<file path="src/rtl/miso_cal_pkg.sv">
// MISO phase calibrator shared definitions: FSM state encoding, phase width,
// default phase count and the word comparison used by the frame check.
// Latency: none (types and a pure function). Backpressure: not applicable.
// Config macro: PHASE_CAL_DUALWORD_EN selects a full 32-bit compare (both
// DDR chips); when undefined only chip B ([15:0]) is compared.
package miso_cal_pkg;

    localparam int PHASE_W        = 4;
    localparam int DEF_NUM_PHASES = 10;

    typedef enum logic [2:0] {
        ST_IDLE,
        ST_SETTLE,
        ST_REQ,
        ST_CHECK,
        ST_NEXT,
        ST_EVAL,
        ST_DONE
    } cal_state_e;

    // True when the captured MISO word matches the known register contents.
    function automatic logic word_match(input logic [31:0] got,
                                        input logic [31:0] want);
`ifdef PHASE_CAL_DUALWORD_EN
        return got == want;
`else
        return got[15:0] == want[15:0];
`endif
    endfunction

endpackage

</file>
<file path="src/rtl/miso_cal_window_finder.sv">
// Bit-serial scan of the pass map for the longest run of passing phases.
// Latency: result/found/done are combinational on the final bit; state is
// registered per bit. Backpressure: none, one bit accepted whenever bit_vld_i.
// Ports: start_i clears the scan; bit_vld_i/bit_i deliver pass_map[0..N-1]
// in order; done_o marks the last bit; result_o = centre of best run
// (lower centre for even lengths), found_o = at least one passing phase.
module miso_cal_window_finder
    import miso_cal_pkg::*;
#(
    parameter int NUM_PHASES = DEF_NUM_PHASES
) (
    input  logic               dataclk_i,
    input  logic               reset_n_i,
    input  logic               start_i,
    input  logic               bit_vld_i,
    input  logic               bit_i,
    output logic               done_o,
    output logic               found_o,
    output logic [PHASE_W-1:0] result_o
);

    localparam int LEN_W = PHASE_W + 1;
    localparam logic [PHASE_W-1:0] IDX_ONE  = PHASE_W'(1);
    localparam logic [PHASE_W-1:0] IDX_LAST = PHASE_W'(NUM_PHASES - 1);
    localparam logic [LEN_W-1:0]   LEN_ONE  = LEN_W'(1);

    logic [PHASE_W-1:0] idx_q, idx_d;
    logic [PHASE_W-1:0] cur_start_q, cur_start_d;
    logic [PHASE_W-1:0] best_start_q, best_start_d;
    logic [LEN_W-1:0]   cur_len_q, cur_len_d;
    logic [LEN_W-1:0]   best_len_q, best_len_d;

    always_comb begin
        idx_d        = idx_q;
        cur_start_d  = cur_start_q;
        cur_len_d    = cur_len_q;
        best_start_d = best_start_q;
        best_len_d   = best_len_q;
        if (start_i) begin
            idx_d        = '0;
            cur_start_d  = '0;
            cur_len_d    = '0;
            best_start_d = '0;
            best_len_d   = '0;
        end else if (bit_vld_i) begin
            idx_d = idx_q + IDX_ONE;
            if (bit_i) begin
                if (cur_len_q == '0) begin
                    cur_start_d = idx_q;
                end
                cur_len_d = cur_len_q + LEN_ONE;
                // Strictly longer only: an equal-length later run never
                // displaces the earlier one, so ties keep the lowest index.
                if (cur_len_d > best_len_q) begin
                    best_len_d   = cur_len_d;
                    best_start_d = cur_start_d;
                end
            end else begin
                cur_len_d = '0;
            end
        end
    end

    // Outputs look at the next-state values so the final bit is included
    // in the cycle done_o is raised.
    assign done_o   = bit_vld_i && (idx_q == IDX_LAST);
    assign found_o  = (best_len_d != '0);
    assign result_o = PHASE_W'({1'b0, best_start_d} + ((best_len_d - LEN_ONE) >> 1));

    always_ff @(posedge dataclk_i or negedge reset_n_i) begin
        if (!reset_n_i) begin
            idx_q        <= '0;
            cur_start_q  <= '0;
            cur_len_q    <= '0;
            best_start_q <= '0;
            best_len_q   <= '0;
        end else begin
            idx_q        <= idx_d;
            cur_start_q  <= cur_start_d;
            cur_len_q    <= cur_len_d;
            best_start_q <= best_start_d;
            best_len_q   <= best_len_d;
        end
    end

endmodule

</file>
<file path="src/rtl/miso_phase_calibrator.sv">
// Sweeps MISO sampling phases, checks known-register frames at each, and
// picks the centre of the widest passing window. Latency: one sweep per
// cal_start; phase_select registered one cycle. Backpressure: frame_req_o
// held until frame_ack_i; cal_start_i ignored while busy.
// Ports: dataclk_i/reset_n_i (async active-low); cal_start_i pulse;
// auto_mode_i/manual_phase_i choose the idle phase; frame_req_o/frame_ack_i
// handshake with miso_word_i vs expected_word_i; phase_select_o;
// busy_o/cal_done_o/cal_fail_o status; pass_map_o per-phase results.
// Config macro: PHASE_CAL_DUALWORD_EN (full 32-bit compare when defined).
module miso_phase_calibrator
    import miso_cal_pkg::*;
#(
    parameter int NUM_PHASES       = DEF_NUM_PHASES,
    parameter int FRAMES_PER_PHASE = 8,
    parameter int SETTLE_CYCLES    = 4
) (
    input  logic                  dataclk_i,
    input  logic                  reset_n_i,
    input  logic                  cal_start_i,
    input  logic                  auto_mode_i,
    input  logic [PHASE_W-1:0]    manual_phase_i,
    output logic                  frame_req_o,
    input  logic                  frame_ack_i,
    input  logic [31:0]           miso_word_i,
    input  logic [31:0]           expected_word_i,
    output logic [PHASE_W-1:0]    phase_select_o,
    output logic                  busy_o,
    output logic                  cal_done_o,
    output logic                  cal_fail_o,
    output logic [NUM_PHASES-1:0] pass_map_o
);

    localparam int SET_W = $clog2(SETTLE_CYCLES + 1);
    localparam int FRM_W = $clog2(FRAMES_PER_PHASE + 1);
    localparam logic [SET_W-1:0]   SET_LAST = SET_W'(SETTLE_CYCLES - 1);
    localparam logic [SET_W-1:0]   SET_ONE  = SET_W'(1);
    localparam logic [FRM_W-1:0]   FRM_LAST = FRM_W'(FRAMES_PER_PHASE - 1);
    localparam logic [FRM_W-1:0]   FRM_ONE  = FRM_W'(1);
    localparam logic [PHASE_W-1:0] PH_LAST  = PHASE_W'(NUM_PHASES - 1);
    localparam logic [PHASE_W-1:0] PH_ONE   = PHASE_W'(1);

    cal_state_e            state_q, state_d;
    logic [PHASE_W-1:0]    phase_cnt_q, phase_cnt_d;
    logic [SET_W-1:0]      settle_cnt_q, settle_cnt_d;
    logic [FRM_W-1:0]      frame_cnt_q, frame_cnt_d;
    logic [PHASE_W-1:0]    eval_cnt_q, eval_cnt_d;
    logic                  pass_flag_q, pass_flag_d;
    logic [31:0]           word_q, word_d;
    logic [NUM_PHASES-1:0] pass_map_q, pass_map_d;
    logic [PHASE_W-1:0]    cal_phase_q, cal_phase_d;
    logic [PHASE_W-1:0]    phase_select_q, phase_select_d;
    logic                  frame_req_q, frame_req_d;
    logic                  busy_q, busy_d;
    logic                  cal_done_q, cal_done_d;
    logic                  cal_fail_q, cal_fail_d;

    logic                  win_start;
    logic                  win_bit_vld;
    logic                  win_done;
    logic                  win_found;
    logic [PHASE_W-1:0]    win_result;

    miso_cal_window_finder #(
        .NUM_PHASES (NUM_PHASES)
    ) u_window (
        .dataclk_i (dataclk_i),
        .reset_n_i (reset_n_i),
        .start_i   (win_start),
        .bit_vld_i (win_bit_vld),
        .bit_i     (pass_map_q[eval_cnt_q]),
        .done_o    (win_done),
        .found_o   (win_found),
        .result_o  (win_result)
    );

    always_comb begin
        state_d      = state_q;
        phase_cnt_d  = phase_cnt_q;
        settle_cnt_d = settle_cnt_q;
        frame_cnt_d  = frame_cnt_q;
        eval_cnt_d   = eval_cnt_q;
        pass_flag_d  = pass_flag_q;
        word_d       = word_q;
        pass_map_d   = pass_map_q;
        cal_phase_d  = cal_phase_q;
        busy_d       = busy_q;
        cal_done_d   = cal_done_q;
        cal_fail_d   = cal_fail_q;
        win_start    = 1'b0;
        win_bit_vld  = 1'b0;

        case (state_q)
            ST_IDLE: begin
                if (cal_start_i) begin
                    state_d      = ST_SETTLE;
                    busy_d       = 1'b1;
                    cal_done_d   = 1'b0;
                    cal_fail_d   = 1'b0;
                    pass_map_d   = '0;
                    phase_cnt_d  = '0;
                    settle_cnt_d = '0;
                    pass_flag_d  = 1'b1;
                end
            end
            ST_SETTLE: begin
                if (settle_cnt_q == SET_LAST) begin
                    settle_cnt_d = '0;
                    state_d      = ST_REQ;
                end else begin
                    settle_cnt_d = settle_cnt_q + SET_ONE;
                end
            end
            ST_REQ: begin
                if (frame_ack_i) begin
                    word_d  = miso_word_i;
                    state_d = ST_CHECK;
                end
            end
            ST_CHECK: begin
                // Sticky fail: one bad frame disqualifies the whole phase.
                if (!word_match(word_q, expected_word_i)) begin
                    pass_flag_d = 1'b0;
                end
                if (frame_cnt_q == FRM_LAST) begin
                    frame_cnt_d = '0;
                    state_d     = ST_NEXT;
                end else begin
                    frame_cnt_d = frame_cnt_q + FRM_ONE;
                    state_d     = ST_REQ;
                end
            end
            ST_NEXT: begin
                pass_map_d[phase_cnt_q] = pass_flag_q;
                if (phase_cnt_q == PH_LAST) begin
                    eval_cnt_d = '0;
                    win_start  = 1'b1;
                    state_d    = ST_EVAL;
                end else begin
                    phase_cnt_d  = phase_cnt_q + PH_ONE;
                    settle_cnt_d = '0;
                    pass_flag_d  = 1'b1;
                    state_d      = ST_SETTLE;
                end
            end
            ST_EVAL: begin
                win_bit_vld = 1'b1;
                eval_cnt_d  = eval_cnt_q + PH_ONE;
                if (win_done) begin
                    eval_cnt_d  = '0;
                    phase_cnt_d = '0;
                    busy_d      = 1'b0;
                    cal_done_d  = 1'b1;
                    state_d     = ST_DONE;
                    if (win_found) begin
                        cal_phase_d = win_result;
                    end else begin
                        cal_fail_d = 1'b1;
                    end
                end
            end
            ST_DONE: begin
                state_d = ST_IDLE;
            end
            default: begin
                state_d = ST_IDLE;
            end
        endcase

        frame_req_d = (state_d == ST_REQ);

        // Next-state sources keep phase_select aligned with busy and with a
        // freshly stored calibration result.
        if (busy_d) begin
            phase_select_d = phase_cnt_d;
        end else if (auto_mode_i) begin
            phase_select_d = cal_phase_d;
        end else begin
            phase_select_d = manual_phase_i;
        end
    end

    always_ff @(posedge dataclk_i or negedge reset_n_i) begin
        if (!reset_n_i) begin
            state_q        <= ST_IDLE;
            phase_cnt_q    <= '0;
            settle_cnt_q   <= '0;
            frame_cnt_q    <= '0;
            eval_cnt_q     <= '0;
            pass_flag_q    <= 1'b0;
            word_q         <= '0;
            pass_map_q     <= '0;
            cal_phase_q    <= '0;
            phase_select_q <= '0;
            frame_req_q    <= 1'b0;
            busy_q         <= 1'b0;
            cal_done_q     <= 1'b0;
            cal_fail_q     <= 1'b0;
        end else begin
            state_q        <= state_d;
            phase_cnt_q    <= phase_cnt_d;
            settle_cnt_q   <= settle_cnt_d;
            frame_cnt_q    <= frame_cnt_d;
            eval_cnt_q     <= eval_cnt_d;
            pass_flag_q    <= pass_flag_d;
            word_q         <= word_d;
            pass_map_q     <= pass_map_d;
            cal_phase_q    <= cal_phase_d;
            phase_select_q <= phase_select_d;
            frame_req_q    <= frame_req_d;
            busy_q         <= busy_d;
            cal_done_q     <= cal_done_d;
            cal_fail_q     <= cal_fail_d;
        end
    end

    assign frame_req_o    = frame_req_q;
    assign phase_select_o = phase_select_q;
    assign busy_o         = busy_q;
    assign cal_done_o     = cal_done_q;
    assign cal_fail_o     = cal_fail_q;
    assign pass_map_o     = pass_map_q;

endmodule

</file>
<file path="config.mk">
export PLATFORM = sky130hd
export DESIGN_NAME = miso_phase_calibrator
export DESIGN_NICKNAME = d
export VERILOG_FILES = /design/src/rtl/miso_cal_pkg.sv /design/src/rtl/miso_cal_window_finder.sv /design/src/rtl/miso_phase_calibrator.sv
export SDC_FILE = /design/constraint.sdc
export NUM_CORES = 1
export LEC_CHECK = 0
export BUFFER_PORTS_ARGS = -buffer_cell sky130_fd_sc_hd__buf_2
export CAP_MARGIN = 0
export CORE_UTILIZATION = 25
export DETAILED_ROUTE_END_ITERATION = 10
export PLACE_DENSITY = 0.41
export SLEW_MARGIN = 25
export SYNTH_ARGS = -nofsm -noshare
export SYNTH_HDL_FRONTEND = slang
export SYNTH_HIERARCHICAL = 1
export SYNTH_SLANG_ARGS = --single-unit
</file>
<file path="constraint.sdc">
create_clock -name dataclk_i -period 5.56 [get_ports dataclk_i]
set_clock_uncertainty 0.05 [all_clocks]
set_input_delay 0.278 -clock dataclk_i [delete_from_list [all_inputs] [get_ports dataclk_i]]
set_output_delay 0.278 -clock dataclk_i [all_outputs]
set_load 0.02 [all_outputs]
</file>
==> impl_metrics.tcl, run 1 <==
set metrics [dict create \
    clk_pin_slew_ns 0.06 \
    final_area_um2 5250 \
    insertion_delay_ns 0.35 \
    cp-end-kind "flip-flop" \
    syn_area_per_cell_um2 10.4 \
    pre_cts_ws_ns 1.01 \
    dp_hpwl_um 7810 \
    rsz0062_at_grt "false" \
    cpMaxStageDelayCell "dfrtp_1" \
    worstHoldStart "miso_word_i[4]" \
    initial_utilization 0.256 \
    core_um2 17200 \
    grt_first_pass_wirelength_um 18100 \
    dominantRegCellSynth "dfrtp_1" \
    setup-violations-final 0 \
    cp_num_buf_inv 1 \
    syn_area_um2 4410 \
    slew_viol_final 0 \
    status "complete, no violations" \
    area_delta_synth_final_pct 19.2 \
    ioPinCount 91 \
    cts_made_buffers 9 \
    ys.warnings.count 6 \
    synth_area_leaders "dfrtp_1 45%, ha_1 5.7%, mux2_2 5.4%" \
    drt_iter0_markers 160 \
    wl_per_cell_um 15.0 \
    dr_total_vias 3293 \
    grt_usage 0.129 \
    leakage_nw 2.47 \
    cp_max_fo 8 \
    synth_top_area_frac 0.449 \
    die_w_um 135 \
    grt_pass1_vias 3473 \
    fmax_ghz 0.222 \
    dieHeight_um 135 \
    synth.ff_latch_count 79 \
    grt-ovfl-total 0 \
    tns_ns 0 \
    synthCells 425 \
    syn_nets 519 \
    ant_nets 0 \
    slew_headroom 0.465 \
    path_cells "mux4_2, mux2i_1, o22ai_1, nand2_1, a21oi_2, nand3_1, a21oi_1, inv_1, ha_1, xor2_1, ha_1, a21o_1, a21oi_1, xnor3_1, xor2_1, nand3_1, and3_1, o22ai_1" \
    yosysTopAreaCell "dfrtp_1" \
    die-area_um2 18200 \
    hold_ws_ns 0.110 \
    synthArstFlopShare 1.00 \
    finalWorstSetupSlack_ns 1.05 \
    diodes 0 \
    critical_path.top_delay_family "compound AO/OA/AOI/OAI gates" \
    dp_cells 696 \
    ys_types 67 \
    routed_wl_um 10700 \
    synth_common_cells "79 x dfrtp_1, 34 x nand2_1" \
    fin_crit_ns 4.51 \
    antenna_found_initial 0 \
    hold_viol 0 \
    cts-root-buf "clkbuf_16" \
    drt_first_pass_iters 5 \
    cts_setup_buffers 0 \
    worst_pin_slew_ns 0.803 \
    cp-startpoint "eval_cnt_q[0]" \
    required_ns 5.76 \
    placed_cell_area_um2 4920 \
    hold_path_class "primary input to flip-flop" \
    arrival_ns 4.71 \
    n_fill_cell 1783 \
    grt_max_degree 80 \
    port_buffers 58 \
    final.period_utilization 0.812 \
    crit_type "flip-flop to flip-flop" \
    r2r-start "eval_cnt_q[0]" \
    stdcell_count 712 \
    clock_path_buffers 2 \
    power_mw 1.92 \
    cp-start-kind "flip-flop" \
    drive_gt1_frac 0.230 \
    synth_edf_count 0 \
    synth_most_common_cell "dfrtp_1" \
    slowest_delay_ns 0.50 \
    cts-htree-levels 3 \
    cts_tree "yes" \
    p_per_area_nw_per_um2 365 \
    route.detailed.drc 0 \
    cts_sinks 79 \
    fin_nets 577 \
    ir_drop_mv 0.146 \
    fin_util 0.305 \
    maxCapViolCount 0 \
    synth_seq_area_share 0.449 \
    rows 48 \
    gp_routability_congestion 0.768 \
    avgViaCountPerCell 4.63 \
]
## logic make-up after synthesis
group | after synthesis | share of synthesized area
multiplexers | 35 | 0.0912
adder cells (fa/ha/maj) | 21 | 0.0613
XOR/XNOR | 28 | 0.0588
flip-flops | 79 | 0.449
AO/OA/AOI/OAI | 91 | 0.136
AND/OR/NAND/NOR | 130 | 0.161
buffers and inverters | 41 | 0.0432
## worst reg2reg max path: stages, from the launching register on
cell	delay, ns
dfrtp_1	0.50
mux4_2	0.40
mux2i_1	0.07
o22ai_1	0.43
nand2_1	0.27
a21oi_2	0.32
nand3_1	0.12
a21oi_1	0.25
inv_1	0.07
ha_1	0.20
xor2_1	0.23
ha_1	0.28
a21o_1	0.18
a21oi_1	0.16
xnor3_1	0.24
xor2_1	0.15
nand3_1	0.11
and3_1	0.19
o22ai_1	0.19
## state kept, by name, indices dropped and copies added, names as in the netlist, 3 cells and up
| name | count |
|---|---|
| frame_cnt_q | 4 |
| u_window/idx_q | 4 |
| u_window/cur_len_q | 5 |
| u_window/best_start_q | 4 |
| eval_cnt_q | 4 |
| word_q | 16 |
| settle_cnt_q | 3 |
| phase_select_o | 4 |
| u_window/best_len_q | 5 |
| u_window/cur_start_q | 4 |
| phase_cnt_q | 4 |
| pass_map_o | 10 |
| state_q | 3 |
| cal_phase_q | 4 |
## power breakdown
group	internal (mW)	switching [mW]
Sequential	0.693	0.113
Combinational	0.227	0.238
Clock	0.404	0.241
## cells in the final DEF, fill, tap and decap left out, types with 3 or more instances in the layout
master	synthesis	final
dfrtp_1	79	79
buf_2	5	57
nand2_1	34	34
inv_1	23	23
o21ai_0	23	23
nor2_1	23	23
a21oi_1	23	23
xor2_1	22	22
mux2_2	21	21
ha_1	20	20
nand3_1	17	17
mux2i_1	12	12
nor3_1	9	9
clkbuf_16	0	9
a31oi_1	7	7
nor2b_1	5	5
o21a_1	5	5
nand4_1	5	5
nand2b_1	5	5
xnor2_1	5	5
buf_4	2	5
nor3b_1	4	4
a21o_1	4	4
a31o_1	4	4
nor4_1	4	4
and3b_1	3	3
o211ai_1	3	3
and3_1	3	3
a22o_1	3	3
a211oi_1	3	3
## area by class of cell
| cell class | instances | area, µm² | share of cell area |
|---|---|---|---|
| sequential | 79 | 1980 | 0.376 |
| clock inverter | 5 | 82.6 | 0.0157 |
| inverter | 24 | 90.1 | 0.0172 |
| multi-input combinational | 305 | 2240 | 0.426 |
| tap | 225 | 282 | 0.0536 |
| timing repair buffer | 64 | 344 | 0.0655 |
| clock buffer | 10 | 239 | 0.0455 |
## layer usage
layer / part of all wire / track usage / vias up
li1: - / - / 1630
met1: 0.48 / 0.173 / 1580
met2: 0.44 / 0.196 / 72
met3: 0.057 / 0.0368 / 11
met4: 0.014 / 0.0468 / 0
met5: 0 / 0 / -
## what timing repair did
item	in CTS	in global routing
gates resized for setup	0	0
hold endpoints to repair	79	0
hold buffers	1	0
setup endpoints to repair	0	0
## worst paths after layout
path                       depth (start not counted)           endpoint  slack [ns]
hold / removal                                     2          word_q[4]        0.11
min in group asynchronous                          2         word_q[14]        0.47
hold reg to reg                                    1    settle_cnt_q[2]        0.43
setup / recovery                                  18  phase_select_o[3]        1.05
setup reg to reg                                  18  phase_select_o[3]        1.05
max in group asynchronous                          2      pass_map_o[9]        4.44
No activity file was read; power rests on OpenSTA's default activity.
==> run 2, diff against run 1 <==
==> constraint.sdc (replaced) <==
create_clock -name dataclk_i -period 4.6 [get_ports dataclk_i]
set_clock_uncertainty 0.05 [all_clocks]
set_input_delay 0.23 -clock dataclk_i [delete_from_list [all_inputs] [get_ports dataclk_i]]
set_output_delay 0.23 -clock dataclk_i [all_outputs]
set_load 0.02 [all_outputs]
==> run 2 against run 1 <==
Fmax is 8.0% higher. Sequential power is 19% higher. Critical path depth grew 1. Routed wire length grew 1.1%. Sequential share of layout area is 0.70 points lower. Worst setup slack got worse by 0.62 ns. Critical endpoint unchanged. Largest cell class unchanged. Largest power group unchanged. Highest routed layer unchanged.
==> impl_metrics.tcl, run 2 (synthesis results as in run 1) <==
set metrics [dict create \
    ir_drop_mv 0.220 \
    grt_max_degree 80 \
    setup-violations-final 0 \
    cts-htree-levels 3 \
    cp-start-kind "flip-flop" \
    worstHoldStart "miso_word_i[4]" \
    antenna_found_initial 0 \
    status "complete, no violations" \
    leakage_nw 2.53 \
    grt_first_pass_wirelength_um 18300 \
    cts-root-buf "clkbuf_16" \
    grt_pass1_vias 3477 \
    final_area_um2 5360 \
    slew_headroom 0.458 \
    clock_path_buffers 2 \
    n_fill_cell 1825 \
    hold_path_class "primary input to flip-flop" \
    regArea_um2 1980 \
    dp_hpwl_um 7950 \
    die_w_um 135 \
    drive_gt1_frac 0.258 \
    fin_crit_ns 4.18 \
    slew_viol_final 0 \
    layout_common_cells "78 x dfrtp_1, 57 x buf_2, 34 x nand2_1" \
    avgViaCountPerCell 4.66 \
    dieHeight_um 135 \
    cp_max_fo 4 \
    placed_cell_area_um2 4980 \
    finalWorstSetupSlack_ns 0.421 \
    cp-startpoint "u_window/cur_len_q[0]" \
    fin_nets 586 \
    area_delta_synth_final_pct 21.6 \
    routed_wl_um 10800 \
    crit_type "flip-flop to flip-flop" \
    clk_pin_slew_ns 0.06 \
    cp-end-kind "flip-flop" \
    multi_input_area_um2 2280 \
    diodes 0 \
    cts_tree "yes" \
    p_per_area_nw_per_um2 430 \
    rows 48 \
    final_common_cell "dfrtp_1" \
    maxCapViolCount 0 \
    gp_routability_congestion 0.716 \
    hold_viol 0 \
    power_mw 2.30 \
    dr_total_vias 3362 \
    grt-ovfl-total 0 \
    largest_reg_flops 16 \
    die-area_um2 18200 \
    pre_cts_ws_ns 0.270 \
    ioPinCount 91 \
    fin_util 0.311 \
    port_buffers 58 \
    fmax_ghz 0.239 \
    r2r-start "u_window/cur_len_q[0]" \
    required_ns 4.81 \
    insertion_delay_ns 0.34 \
    route.detailed.drc 0 \
    drt_first_pass_iters 5 \
    worst_pin_slew_ns 0.813 \
    drt_iter0_markers 200 \
    cts_sinks 79 \
    largest-register "word_q" \
    cts_made_buffers 9 \
    grt_usage 0.131 \
    arrival_ns 4.39 \
    final.period_utilization 0.908 \
    initial_utilization 0.256 \
    wl_per_cell_um 15.0 \
    ant_nets 0 \
    core_um2 17200 \
]
[run 2: timing repair]
item                                   4_1_cts  5_1_grt
buffers inserted                             0        1
setup endpoints to repair                    0        1
hold buffers                                 1        0
endpoints found under the hold margin       79        0
resized for setup                            0        8
[run 2: path summary, 6_finish.rpt]
| path | cells after the start | slack (ns) | to |
|---|---|---|---|
| max in group asynchronous | 2 | 3.51 | eval_cnt_q[0] |
| worst max register to register | 19 | 0.42 | phase_select_o[3] |
| worst min-delay path | 2 | 0.06 | word_q[4] |
| worst max-delay path | 19 | 0.42 | phase_select_o[3] |
| min in group asynchronous | 2 | 0.45 | word_q[8] |
| worst min register to register | 1 | 0.43 | settle_cnt_q[2] |
[run 2: area by class of cell]
| type | count | share of cell area |
|---|---|---|
| repair buffers | 73 | 0.0769 |
| multi-input cells | 305 | 0.426 |
| flip-flops and latches | 79 | 0.369 |
| inverters | 24 | 0.0168 |
| clock buffers | 13 | 0.0505 |
| well taps | 225 | 0.0526 |
| clock inverters | 3 | 0.00748 |
[run 2: stage by stage]
stage	setup TNS, ns	cells	hold WS [ns]
floorplan	0	425	-0.116
global placement	0	704	0.413
detailed placement	0	704	0.290
CTS	0	721	0.0509
global route	-0.0200	722	0.0560
finish	0	722	0.0647
[run 2: per-layer routing]
layer  up-vias  track usage  wire length, µm  part of all wire
li1       1650            -                -                 -
met1      1624        0.180             5300              0.49
met2        75        0.194             4730              0.44
met3        13       0.0349              611             0.056
met4         0       0.0524              167             0.015
met5         -            0                0                 0
[run 2: worst max-delay path, cell delays in order, from the launching register on]
cell	delay, ns
dfrtp_1	0.40
ha_1	0.26
nand3_1	0.14
xnor2_2	0.17
ha_1	0.36
nand4_1	0.20
o221a_2	0.33
o21ai_0	0.24
a21oi_2	0.11
inv_1	0.07
ha_1	0.20
xor2_2	0.18
ha_1	0.26
a21o_1	0.18
a21oi_1	0.17
xnor3_1	0.24
xor2_1	0.14
nand3_1	0.10
and3_1	0.18
o22ai_1	0.12
[run 2: power breakdown]
group / internal [mW] / leakage (nW) / total [mW] / switching (mW)
Sequential: 0.839 / 1.04 / 0.959 / 0.120
Clock: 0.463 / 0.156 / 0.753 / 0.290
Combinational: 0.282 / 1.33 / 0.592 / 0.311
Total: 1.58 / 2.53 / 2.30 / 0.721
==> run 3, diff against run 2 <==
--- a/config.mk
+++ b/config.mk
@@ -5,6 +5,7 @@
 export SDC_FILE = /design/constraint.sdc
 export NUM_CORES = 1
 export LEC_CHECK = 0
+export ABC_AREA = 1
 export BUFFER_PORTS_ARGS = -buffer_cell sky130_fd_sc_hd__buf_2
 export CAP_MARGIN = 0
 export CORE_UTILIZATION = 25
==> run 3 against run 2 <==
Power rose by 11%. Fmax grew 1.1%. Non-clock buffer count is 13 lower.
==> impl_metrics.tcl, run 3 <==
set metrics [dict create \
    status "complete, no violations" \
    tns_ns 0 \
    drive_gt1_frac 0.174 \
    layout_common_cells "124 x nand2_1, 110 x inv_1, 78 x dfrtp_1" \
    busiest_layer "met2" \
    drt_first_pass_iters 4 \
    synth_common_cells "125 x nand2_1, 110 x inv_1, 79 x dfrtp_1, 43 x nor2_1, 40 x o21ai_0" \
    insertion_delay_ns 0.34 \
    area_delta_synth_final_pct 19.6 \
    clock_path_buffers 2 \
    met2_usage 0.199 \
    routed_wl_um 10500 \
    cp_max_fo 8 \
    pre_cts_ws_ns 0.335 \
    slew_viol_final 0 \
    initial_utilization 0.259 \
    dieHeight_um 137 \
    largest-register "word_q" \
    reg2regPathDepth 28 \
    yosysTopAreaCell "dfrtp_1" \
    fin_util 0.310 \
    fmax_ghz 0.242 \
    cp-start-kind "flip-flop" \
    clk_pin_slew_ns 0.06 \
    synthXorXnorAreaFrac 0.0232 \
    grt_first_pass_wirelength_um 17800 \
    cts_sinks 79 \
    final_common_cell "nand2_1" \
    grt-ovfl-total 0 \
    fin_nets 734 \
    cts_tree "yes" \
    hold_viol 0 \
    maxCapViolCount 0 \
    rows 48 \
    syn_nets 672 \
    n_fill_cell 1870 \
    synth_seq_area_share 0.436 \
    route.detailed.drc 0 \
    fin_crit_ns 4.13 \
    cp-end-kind "flip-flop" \
    ioPinCount 91 \
    synth_compound_area_frac 0.118 \
    grt_max_degree 80 \
    antenna_found_initial 0 \
    synth-simple-area-share 0.251 \
    arrival_ns 4.30 \
    slew_headroom 0.501 \
    required_ns 4.77 \
    finalWorstSetupSlack_ns 0.468 \
    dp_hpwl_um 7890 \
    synth_top_area_frac 0.436 \
    dr_total_vias 3752 \
    synth-adder-area-share 0.0596 \
    port_buffers 58 \
    grt_usage 0.123 \
    p_per_area_nw_per_um2 471 \
    syn_area_um2 4530 \
    diodes 0 \
    crit_type "flip-flop to flip-flop" \
    gp_routability_congestion 0.788 \
    avgViaCountPerCell 4.32 \
    synth.ff_latch_count 79 \
    wl_per_cell_um 12.1 \
    drt_iter0_markers 195 \
    leakage_nw 2.97 \
    setup-violations-final 0 \
    worst_pin_slew_ns 0.748 \
    min_path_cells 2 \
    ys.warnings.count 6 \
    die_w_um 137 \
    synth_top_family_by_area "simple AND/OR/NAND/NOR gates" \
    use_met1 0.160 \
    synthMuxAreaShare 0.00469 \
    hold_ws_ns 0.0736 \
    synth_most_common_cell "nand2_1" \
    synth_area_leaders "dfrtp_1 44%, nand2_1 10%, inv_1 9.1%" \
    use_met3 0.0263 \
    cts-root-buf "clkbuf_16" \
    slowest_delay_ns 0.44 \
    cpMaxStageDelayCell "dfrtp_1" \
    synthCells 578 \
    ir_drop_mv 0.228 \
    synthArstFlopShare 1.00 \
    ant_nets 0 \
    ys_types 41 \
    cts-htree-levels 3 \
    final.period_utilization 0.898 \
    largest_reg_flops 16 \
    die-area_um2 18700 \
    dominantRegCellSynth "dfrtp_1" \
    core_um2 17500 \
    syn_area_per_cell_um2 7.84 \
    hold_path_class "primary input to flip-flop" \
    grt_pass1_vias 3692 \
    rsz0062_at_grt "false" \
    cts_made_buffers 9 \
    synth_edf_count 0 \
]
-- run 3: cell count changes after synthesis, moves of 6 or more --
cell / before / now
nor2_1: 23 / 43
nand2_1: 34 / 125
nand3_1: 17 / 35
nand2_2: 0 / 10
inv_1: 23 / 110
xor2_1: 22 / 7
nor3_1: 9 / 3
a21oi_1: 23 / 30
mux2i_1: 12 / 1
mux2_2: 21 / 1
o22ai_1: 2 / 12
a31oi_1: 7 / 0
o21ai_0: 23 / 40
-- run 3: final timing paths --
path                                     end  slack, ns                   from
setup reg to reg           phase_select_o[3]       0.47  u_window/cur_len_q[0]
setup / recovery           phase_select_o[3]       0.47  u_window/cur_len_q[0]
hold reg to reg               cal_phase_q[3]       0.42         cal_phase_q[3]
max in group asynchronous      eval_cnt_q[0]       3.50              reset_n_i
hold / removal                    word_q[15]       0.07        miso_word_i[15]
min in group asynchronous          word_q[2]       0.47              reset_n_i
-- run 3: power by group --
part           switching, mW  leakage (nW)  internal (mW)  total, mW
Sequential             0.104          1.03          0.840      0.944
Clock                  0.285         0.155          0.486      0.770
Combinational          0.532          1.78          0.305      0.838
Total                  0.921          2.97           1.63       2.55
-- run 3: critical path: cells and delay by family (launching register included) --
kind / cells / cell delay, ns
simple gates: 14 / 1.43
fa+ha+maj: 4 / 1.07
compound gates: 2 / 0.33
xor+xnor: 2 / 0.39
buf+inv: 6 / 0.29
flops: 1 / 0.44
-- run 3: cell families (layout without fill, tap and decap cells) --
family / count (synthesis) / after routing
fa+ha+maj: 21 / 21
buf+inv: 127 / 193
mux: 2 / 2
simple gates: 241 / 241
compound gates: 96 / 96
xor+xnor: 12 / 12
flops: 79 / 79
-- run 3: cell type report --
cell class / instances / area (µm²) / share of cell area
timing repair buffer: 60 / 314 / 0.0579
clock buffer: 11 / 243 / 0.0448
multi-input combinational: 372 / 2090 / 0.385
clock inverter: 4 / 70.1 / 0.0129
inverter: 118 / 448 / 0.0826
sequential: 79 / 1980 / 0.365
tap: 225 / 282 / 0.0519
-- run 3: repair_timing --
action	in CTS	in global routing
gates resized for setup	0	4
setup buffers	0	0
hold buffers	1	0
endpoints found under the setup margin	0	1
hold endpoints to repair	79	0
-- run 3: routing by layer --
metal,share of wire,up-vias
met5,0,-
met4,0.013,0
met3,0.033,9
met2,0.48,39
met1,0.47,1757
li1,-,1947
-- run 3: through the flow --
stage	instance area [µm²]	instances	power, mW
6_report	5420	869	2.55
5_1_grt	5420	869	2.78
4_1_cts	5400	869	2.59
3_5_place_dp	5080	853	1.80
3_3_place_gp	5070	853	1.78
2_1_floorplan	4530	578	1.58
